<file path="config.mk">
export PLATFORM = sky130hd
export DESIGN_NAME = cam_arbiter
export DESIGN_NICKNAME = d
export VERILOG_FILES = /design/src/rtl/cam_arbiter.sv
export SDC_FILE = /design/constraint.sdc
export NUM_CORES = 1
export LEC_CHECK = 0
export ABC_AREA = 1
export CAP_MARGIN = 20
export CORE_MARGIN = 2
export CORE_UTILIZATION = 42
export CTS_CLUSTER_SIZE = 25
export DETAILED_ROUTE_END_ITERATION = 8
export PLACE_DENSITY = 0.83
export SYNTH_ARGS = -nofsm -noshare
export SYNTH_HDL_FRONTEND = slang
export SYNTH_SLANG_ARGS = --single-unit
</file>
<file path="constraint.sdc">
create_clock -name clk -period 1.7 [get_ports clk]
set_input_delay 0.17 -clock clk [delete_from_list [all_inputs] [get_ports clk]]
set_output_delay 0.17 -clock clk [all_outputs]
set_load 0.01 [all_outputs]
</file>
<file path="src/rtl/cam_arbiter.sv">
// Round-robin arbiter sharing one CAM between several requesters.
// Fixed-latency in-order pipeline (issue -> wait -> response) routes reads back to their source.
module cam_arbiter #(
    parameter int unsigned num_req_p   = 2,
    parameter int unsigned key_width_p = 16,
    parameter int unsigned val_width_p = 16
) (
    input  logic                               clk,
    input  logic                               rst,
    input  logic [num_req_p-1:0]               req_valid_i,
    output logic [num_req_p-1:0]               req_ready_o,
    input  logic [num_req_p-1:0]               req_rw_n_i,
    input  logic [num_req_p*key_width_p-1:0]   req_key_i,
    input  logic [num_req_p*val_width_p-1:0]   req_val_i,
    output logic [num_req_p-1:0]               resp_valid_o,
    output logic [val_width_p-1:0]             resp_val_o,
    output logic                               resp_hit_o,
    output logic                               cam_valid_o,
    output logic                               cam_rw_n_o,
    output logic [key_width_p-1:0]             cam_key_o,
    output logic [val_width_p-1:0]             cam_val_o,
    input  logic [val_width_p-1:0]             cam_rdata_i,
    input  logic                               cam_hit_i
);

    localparam int unsigned id_w_lp = (num_req_p > 1) ? $clog2(num_req_p) : 1;

    logic [id_w_lp-1:0]     rr_q;
    logic [num_req_p-1:0]   pending_q;
    logic [num_req_p-1:0]   elig;
    logic                   grant_found;
    logic [id_w_lp-1:0]     grant_id;
    logic [id_w_lp-1:0]     rr_next;
    logic                   accept;
    int unsigned            scan;

    logic                   sel_rw;
    logic [key_width_p-1:0] sel_key;
    logic [val_width_p-1:0] sel_val;
    logic [num_req_p-1:0]   set_mask;
    logic [num_req_p-1:0]   clr_mask;

    logic [id_w_lp-1:0]     iss_id_q;
    logic                   wait_rd_q;
    logic [id_w_lp-1:0]     wait_id_q;

    assign elig = req_valid_i & ~pending_q;

    // First eligible requester scanning upward from rr_q, wrapping modulo num_req_p.
    always_comb begin : grant_scan
        grant_found = 1'b0;
        grant_id    = '0;
        scan        = 0;
        for (int unsigned k = 0; k < num_req_p; k++) begin
            scan = 32'(rr_q) + k;
            if (scan >= num_req_p) begin
                scan = scan - num_req_p;
            end
            if (!grant_found && elig[id_w_lp'(scan)]) begin
                grant_found = 1'b1;
                grant_id    = id_w_lp'(scan);
            end
        end
    end

    assign accept  = grant_found && !rst;
    assign rr_next = (32'(grant_id) == num_req_p - 1) ? '0 : grant_id + id_w_lp'(1);

    always_comb begin : ready_gen
        req_ready_o = '0;
        if (accept) begin
            req_ready_o[grant_id] = 1'b1;
        end
    end

    always_comb begin : req_mux
        sel_rw  = 1'b0;
        sel_key = '0;
        sel_val = '0;
        for (int unsigned i = 0; i < num_req_p; i++) begin
            if (grant_id == id_w_lp'(i)) begin
                sel_rw  = req_rw_n_i[i];
                sel_key = req_key_i[i*key_width_p +: key_width_p];
                sel_val = req_val_i[i*val_width_p +: val_width_p];
            end
        end
    end

    // Reads mark their requester busy at accept; the response edge releases it.
    always_comb begin : pending_masks
        set_mask = '0;
        clr_mask = '0;
        if (accept && sel_rw) begin
            set_mask[grant_id] = 1'b1;
        end
        if (wait_rd_q) begin
            clr_mask[wait_id_q] = 1'b1;
        end
    end

    always_ff @(posedge clk) begin
        if (rst) begin
            rr_q         <= '0;
            pending_q    <= '0;
            cam_valid_o  <= 1'b0;
            cam_rw_n_o   <= 1'b0;
            cam_key_o    <= '0;
            cam_val_o    <= '0;
            iss_id_q     <= '0;
            wait_rd_q    <= 1'b0;
            wait_id_q    <= '0;
            resp_valid_o <= '0;
            resp_val_o   <= '0;
            resp_hit_o   <= 1'b0;
        end else begin
            cam_valid_o <= accept;
            if (accept) begin
                cam_rw_n_o <= sel_rw;
                cam_key_o  <= sel_key;
                cam_val_o  <= sel_val;
                iss_id_q   <= grant_id;
                rr_q       <= rr_next;
            end

            wait_rd_q <= cam_valid_o && cam_rw_n_o;
            wait_id_q <= iss_id_q;

            // CAM data for the wait-stage read is present this cycle; register it out.
            resp_valid_o <= '0;
            if (wait_rd_q) begin
                resp_valid_o[wait_id_q] <= 1'b1;
                resp_val_o              <= cam_rdata_i;
                resp_hit_o              <= cam_hit_i;
            end

            pending_q <= (pending_q | set_mask) & ~clr_mask;
        end
    end

    a_ready_onehot: assert property (@(posedge clk) $onehot0(req_ready_o));
    a_resp_onehot:  assert property (@(posedge clk) disable iff (rst) $onehot0(resp_valid_o));
    a_no_overlap:   assert property (@(posedge clk) disable iff (rst) (set_mask & clr_mask) == '0);

endmodule

</file>
Word-level counts from Yosys, hierarchy flattened
Cells that the tools add are included.

Reduce and logical (&&, ||, !) cells: 8. Add/subtract/negate cells: 4. Bitwise gates (word level): 5. $lt $le $gt $ge: 8. Muxes and demuxes: 21.

Operators by type and width (count): $mux 16 (2); $mux 1 (14); $lt 1x2->1 const B (4); $logic_and 1x1->1 (6); $mux 2 (3); $and 2x2->2 (2); $not 2->2 (2); $add 1x1->2 const B (1); $demux 1 s1 (2); $ge 1x1->1 const B (2); $ge 1x2->1 const B (1); $ge 2x2->1 const B (1); $logic_not 1->1 (2); $or 2x2->2 (1); $sub 1x1->1 const B (2); $add 1x1->1 const B (1).

Bits of input ports: 87. Logic and storage cells: 58. Output and inout port bits: 55. Register bits: 59.

Logic depth before layout (Yosys ltp)
Gate-level depths: netlist of the first run.

Depth in word-level cells: 15. Depth in mapped cells: 9. Gate-level depth less buffers: 8.

Least setup slack after synthesis of the first run
No wires, ideal clock.

Path kind: register to register. Start point: reg wait_rd_q. End point: reg pending_q[0]. Stages on the path, launching flop included: 6. Data arrival time: 0.966 ns. Data required time: 1.583 ns. Path buffers: 1. Period minus slack after synthesis: 1.083 ns. Path slack: 0.617 ns. Setup time: 0.117 ns. Cell sequence: dfxtp_1 -> buf_4 -> clkinv_1 -> or2_2 -> nand2_1 -> a21oi_1.

Cells in the longest elaborated chain, start to end: 3.

RTL lines: start, declared (RTL line 44) `logic wait_rd_q;`; start signal, assigned (RTL line 125) `wait_rd_q <= cam_valid_o && cam_rw_n_o;`; $mux 2; $not 2->2 (RTL line 136) `pending_q <= (pending_q | set_mask) & ~clr_mask;`; $and 2x2->2 (RTL line 136); end signal, assigned (RTL line 136); end, declared (RTL line 29) `logic [num_req_p-1:0] pending_q;`.

Every way passes these cells. A chain may end at the register's enable or synchronous reset.

Worst setup path after layout of the first run
Start point: reg rr_q. End point: out req_ready_o[0].

Cells in the longest elaborated chain, start to end: 13. Elaborated cells on any way between the ends: 24. Those cells by class: add/sub: 3; order compare: 4; mux: 13; reduce/logical: 4.

RTL lines: start, declared (RTL line 28) `logic [id_w_lp-1:0] rr_q;`; start signal, assigned (RTL line 122) `rr_q <= rr_next;`; $ge 1x2->1 or $sub 1x1->1 (tied branches) (RTL line 56, 57); $mux 1 (RTL line 56) `if (scan >= num_req_p) begin`; $mux 1 (implied by the code) (2 in series) (RTL line 59) `if (!grant_found && elig[id_w_lp'(scan)]) begin`; $mux 1 (RTL line 59); $logic_not 1->1 (RTL line 59); $logic_and 1x1->1 (RTL line 59); $mux 1 (RTL line 59); $lt 1x2->1 (implied by the code) or $ge 1x1->1 (tied branches) (RTL line 72) `req_ready_o[grant_id] = 1'b1;`; $logic_and 1x1->1 (implied by the code) (RTL line 72); $mux 1 (implied by the code) (RTL line 72); $demux 1 s1 (RTL line 72); $mux 2 * (RTL line 71) `if (accept) begin`; end, declared (RTL line 11) `output logic [num_req_p-1:0] req_ready_o,`.

Every way passes the cells marked *; elsewhere a longest branch is shown, timed or not. The select of a mux whose other input is x is not followed.

==> results of run 1 <==
==> worst min path at each step <==
stage,end,slack (ns),depth (start not counted)
2_1_floorplan,resp_val_o[0],0.30,2
3_3_place_gp,wait_id_q,0.43,2
3_5_place_dp,wait_id_q,0.43,2
4_1_cts,pending_q[1],0.17,4
5_1_grt,pending_q[1],0.21,4
6_report,pending_q[1],0.19,4
==> cell usage after synthesis (all sizes together) <==
| cell type | number | share of area [%] |
|---|---|---|
| o22ai | 1 | 0.24 |
| buf | 22 | 6.0 |
| dfxtp | 59 | 45 |
| a211oi | 1 | 0.29 |
| o21ai | 17 | 3.2 |
| a21oi | 35 | 8.0 |
| nand3 | 34 | 7.0 |
| inv | 8 | 1.4 |
| or2 | 1 | 0.24 |
| clkinv | 1 | 0.14 |
| nand2 | 144 | 22 |
| clkbuf | 2 | 0.29 |
| nor2 | 39 | 6.0 |
==> through the flow <==
stage | cell area, um2 | setup WS (ns) | total power, mW | hold slack (ns)
6_report | 4238 | 0.1819 | 3.486 | 0.1894
5_1_grt | 4238 | 0.07145 | 3.666 | 0.2134
3_5_place_dp | 4044 | -0.1471 | 2.281 | 0.4282
2_1_floorplan | 2625 | 0.6173 | 1.888 | 0.3049
4_1_cts | 4235 | 0.007549 | 3.524 | 0.1724
3_3_place_gp | 4044 | -0.05105 | 2.265 | 0.4274
==> worst max-delay path, delay by kind of cell (launching register included) <==
family	cells	cell delay, ns
AND/OR/NAND/NOR	3	0.29
flip-flops	1	0.30
buffers and inverters	3	0.46
==> area by class of cell <==
type                    instances  share of cell area [%]
inverters                       9                  0.9743
clock inverters                 2                  0.8267
flip-flops and latches         59                   27.87
repair buffers                152                   35.13
well taps                      75                   2.214
clock buffers                  13                   3.750
multi-input cells             272                   29.23
==> state kept, by name, summed over array words and instances (netlist names), 2 cells and up <==
signal        cells
cam_key_o        16
cam_val_o        16
pending_q         2
resp_val_o       16
resp_valid_o      2
==> report_power, final <==
part / total [mW] / internal, mW / switching [mW]
sequential: 1.49 / 1.46 / 0.0355
clock: 1.24 / 0.748 / 0.493
combinational: 0.754 / 0.402 / 0.352
==> layer usage <==
layer | up-vias | global-route usage, % | wire length [um]
li1 | 1437 | - | -
met1 | 1265 | 26.16 | 3283
met2 | 102 | 39.00 | 3735
met3 | 7 | 8.151 | 673
met4 | 0 | 6.408 | 76
met5 | - | 0 | 0
==> what timing repair did <==
action,in CTS,in global routing
endpoints found under the setup margin,1,1
buffers inserted,0,0
gates resized for setup,2,1
gates cloned,0,0
hold endpoints to repair,0,0
pin swaps,0,0
==> kinds of logic after synthesis <==
family                 count (synthesis)  share of synthesized area [%]
and+or+nand+nor                      218                          35.46
DFF                                   59                          45.00
buffers and inverters                 33                          7.817
AOI/OAI and AO/OA                     54                          11.73
==> cells in the final DEF (no fill, tap or decap), drive strengths merged <==
cell	netlist	routed
a211oi	1	1
a21oi	35	35
buf	22	12
bufinv	0	1
clkbuf	2	13
clkdlybuf4s50	0	137
clkinv	1	2
dfxtp	59	59
dlygate4sd2	0	2
dlymetal6s2s	0	1
inv	8	8
nand2	144	144
nand3	34	34
nor2	39	39
o21ai	17	17
o22ai	1	1
or2	1	1
==> results.sh, run 1 <==
export IMPL_setup_worst_path_end_class="output port"
export IMPL_r2r_end="cam_key_o[0]"
export IMPL_fin_tns_setup_ns=0
export IMPL_p_per_area_nw_per_um2=822.7
export IMPL_overflow=0
export IMPL_grt_pass1_wl_mm=13.01
export IMPL_drt_total_wl_mm=7.769
export IMPL_grt_max_degree=35
export IMPL_cts_tree="done"
export IMPL_grt_pass1_vias=2801
export IMPL_cpMostUsedCell="inv_1"
export IMPL_layout_nets=590
export IMPL_hold_path_class="input port to flop"
export IMPL_multi_input_area_um2=1239
export IMPL_ctsRootBufferMaster="clkbuf_8"
export IMPL_io_pins=142
export IMPL_finalCoreUtilization_pct=70.74
export IMPL_synthCells=364
export IMPL_drv_cap=0
export IMPL_gp_congestion=0.7994
export IMPL_hpwlAfterDp_mm=5.572
export IMPL_p_leak_nw=1.800
export IMPL_drt_iter0_drc=60
export IMPL_ys_types=25
export IMPL_antenna_found_initial=0
export IMPL_clk_path_buf_depth=2
export IMPL_cp_cell_sequence="inv_1 > nand3_4 > nand2_4 > inv_1 > nor2_2 > dlygate4sd2_1"
export IMPL_ant_nets=0
export IMPL_setup_worst_path_class="flop to output port"
export IMPL_cts_buffers=9
export IMPL_drc=0
export IMPL_finalCriticalPeriod_ns=1.518
export IMPL_fillers=493
export IMPL_clk_pin_slew_worst_paths_ns=0.06
export IMPL_firstDrtPassIters=4
export IMPL_crit_end="req_ready_o[0]"
export IMPL_grt_setup_unrepaired="no"
export IMPL_max_freq_ghz=0.6587
export IMPL_slew_violations=0
export IMPL_core_um2=5991
export IMPL_die_y_um=83.06
export IMPL_fp_dieW_um=83.06
export IMPL_worst_r2r_path_depth=8
export IMPL_port_buffers=141
export IMPL_finalCritPeriodShare_pct=89.30
export IMPL_wl_per_cell_um=13.35
export IMPL_finalNonFillerCells=582
export IMPL_dp_cells=567
export IMPL_fin_skew_ns=0.008099
export IMPL_ys_seq_elements=59
export IMPL_r2r_slack_ns=0.23
export IMPL_via_per_inst=4.830
export IMPL_status="complete, no violations"
export IMPL_max_stage_delay_ns=0.30
export IMPL_avgSynthCellArea_um2=7.212
export IMPL_ir_worst_vdd_mv=0.5708
export IMPL_yosys_warnings=0
export IMPL_initial_core_util_pct=43.82
export IMPL_setup_worst_path_start="rr_q"
export IMPL_area_growth_pct=61.44
export IMPL_hold_buffers=0
export IMPL_path_max_fanout=4
export IMPL_syn_area_um2=2625
export IMPL_cts_sink_count=59
export IMPL_hp_start="rst"
export IMPL_timing_rr_start="pending_q[0]"
export IMPL_cpMaxStageDelayCell="dfxtp_1"
export IMPL_grt_usage_pct=22.55
export IMPL_hold_viol=0
export IMPL_die_area_um2=6898
export IMPL_slew_headroom_pct=75.00
export IMPL_vias=2811
export IMPL_htreeDepth=3
export IMPL_antenna_cells=0
export IMPL_setup_viol_count_final=0
export IMPL_worst_pin_slew_ns=0.3749
export IMPL_syn_num_nets=451
export IMPL_rows=28
export IMPL_drive_gt1_share_pct=11.24
export IMPL_critPathLaunchType="flop"
export IMPL_yosysSeqAreaShare_pct=45.00
export IMPL_clk_latency_ns=0.32
export IMPL_critical_path_required_ns=1.53
export IMPL_worstPathArrival_ns=1.35
export IMPL_regArea_um2=1181
Note: power is estimated with default switching activity, not from simulation.
==> run 2, diff against run 1 <==
CORE_UTILIZATION = 39   (was 42)
PLACE_DENSITY = 0.77   (was 0.83)
SETUP_SLACK_MARGIN = 0.5   (was not set)
clock period = 1.5 ns   (was 1.7 ns; I/O delays follow)
==> results.sh, run 2 (synthesis results as in run 1) <==
export IMPL_drv_cap=0
export IMPL_initial_core_util_pct=40.87
export IMPL_cts_buffers=9
export IMPL_status="complete, no violations"
export IMPL_via_per_inst=4.890
export IMPL_p_per_area_nw_per_um2=956.7
export IMPL_p_leak_nw=1.986
export IMPL_wl_per_cell_um=13.72
export IMPL_setup_viol_count_final=0
export IMPL_max_freq_ghz=0.7322
export IMPL_setup_worst_path_class="flop to output port"
export IMPL_die_area_um2=7403
export IMPL_finalCriticalPeriod_ns=1.366
export IMPL_htreeDepth=3
export IMPL_grt_usage_pct=22.07
export IMPL_clk_path_buf_depth=2
export IMPL_dpl_worst_slack_ns=-0.2308
export IMPL_grt_pass1_wl_mm=13.00
export IMPL_hold_buffers=0
export IMPL_fp_dieW_um=86.04
export IMPL_rows=29
export IMPL_slew_violations=0
export IMPL_worst_slack_ns=0.1342
export IMPL_fin_skew_ns=0.009547
export IMPL_cts_sink_count=59
export IMPL_ant_nets=0
export IMPL_ir_worst_vdd_mv=0.5633
export IMPL_layout_common_cells="nand2_1, clkdlybuf4s50_1, buf_2, dfxtp_1, nor2_1"
export IMPL_grt_pass1_vias=2864
export IMPL_antenna_cells=0
export IMPL_firstDrtPassIters=6
export IMPL_slew_headroom_pct=78.52
export IMPL_clk_latency_ns=0.34
export IMPL_postLayoutCellArea_um2=4250
export IMPL_overflow=0
export IMPL_area_growth_pct=61.92
export IMPL_drc=0
export IMPL_met3_usage_pct=7.603
export IMPL_finalCritPeriodShare_pct=91.05
export IMPL_ctsRootBufferMaster="clkbuf_8"
export IMPL_worst_pin_slew_ns=0.3223
export IMPL_die_y_um=86.04
export IMPL_path_max_fanout=3
export IMPL_core_um2=6422
export IMPL_critPathLaunchType="flop"
export IMPL_use_met1_pct=25.70
export IMPL_port_buffers=141
export IMPL_setup_worst_path_end_class="output port"
export IMPL_busiest_layer="met2"
export IMPL_hpwlAfterDp_mm=5.421
export IMPL_critical_path_required_ns=1.35
export IMPL_final_common_cell="nand2_1"
export IMPL_reg_top3="cam_key_o x16, cam_val_o x16, resp_val_o x16"
export IMPL_dpl_instance_area_um2=4070
export IMPL_grt_max_degree=35
export IMPL_cts_tree="done"
export IMPL_drt_iter0_drc=72
export IMPL_io_pins=142
export IMPL_whs_ns=0.2748
export IMPL_vias=2929
export IMPL_worstPathArrival_ns=1.22
export IMPL_grt_setup_unrepaired="yes"
export IMPL_drt_total_wl_mm=8.217
export IMPL_hold_viol=0
export IMPL_layout_nets=604
export IMPL_antenna_found_initial=0
export IMPL_drive_gt1_share_pct=29.69
export IMPL_grt_util_met2_pct=35.73
export IMPL_hold_path_class="input port to flop"
export IMPL_gp_congestion=0.7985
export IMPL_clk_pin_slew_worst_paths_ns=0.07
[run 2: timing repair]
item / 4_1_cts / 5_1_grt
pin swaps: 2 / 4
gates cloned: 0 / 1
setup buffers: 3 / 7
endpoints found under the setup margin: 93 / 47
endpoints found under the hold margin: 0 / 0
gates resized for setup: 250 / 25
[run 2: worst paths after layout]
| check | from | endpoint | slack [ns] | depth (start not counted) |
|---|---|---|---|---|
| worst min-delay path | rst | cam_val_o[4] | 0.27 | 3 |
| worst max-delay path | pending_q[0] | req_ready_o[0] | 0.13 | 6 |
| worst min register to register | cam_valid_o | wait_rd_q | 0.44 | 2 |
| worst max register to register | pending_q[0] | cam_val_o[1] | 0.21 | 8 |
[run 2: critical path, stage by stage (launching register included)]
cell,delay [ns]
dfxtp_2,0.33
inv_4,0.07
nand3_4,0.09
nand2_4,0.11
inv_4,0.04
nor2_4,0.11
buf_6,0.11
[run 2: cell type report]
| cell class | count | area (um2) |
|---|---|---|
| Clock inverter | 6 | 65.06 |
| Inverter | 9 | 68.82 |
| Multi-Input combinational cell | 272 | 1269 |
| Tap cell | 77 | 96.34 |
| Clock buffer | 10 | 137.6 |
| Timing Repair inverter | 1 | 16.27 |
| Fill cell | 563 | 2172 |
| Sequential cell | 59 | 1204 |
| Timing Repair Buffer | 165 | 1394 |
[run 2: power breakdown]
group	internal (mW)	switching, mW	leakage (nW)	total, mW
clock	0.808	0.666	0.0905	1.47
combinational	0.463	0.441	1.41	0.903
sequential	1.65	0.0368	0.490	1.69
total	2.92	1.14	1.99	4.07
[run 2: metal layers]
metal	share of wire (%)	up-vias	wire, um
met2	46	120	3783
li1	-	1463	-
met4	3.2	0	260
met3	9.3	26	766
met1	41	1320	3407
met5	0	-	0
[run 2: metrics by stage]
step                instances  total power, mW  utilization (%)  TNS [ns]
floorplan                 364            2.143                -         0
global placement          572            2.582            63.37    -5.902
detailed placement        572            2.594            63.37    -6.570
CTS                       591            4.033            63.72         0
global route              599            4.269            66.18         0
finish                    599            4.066            66.18         0
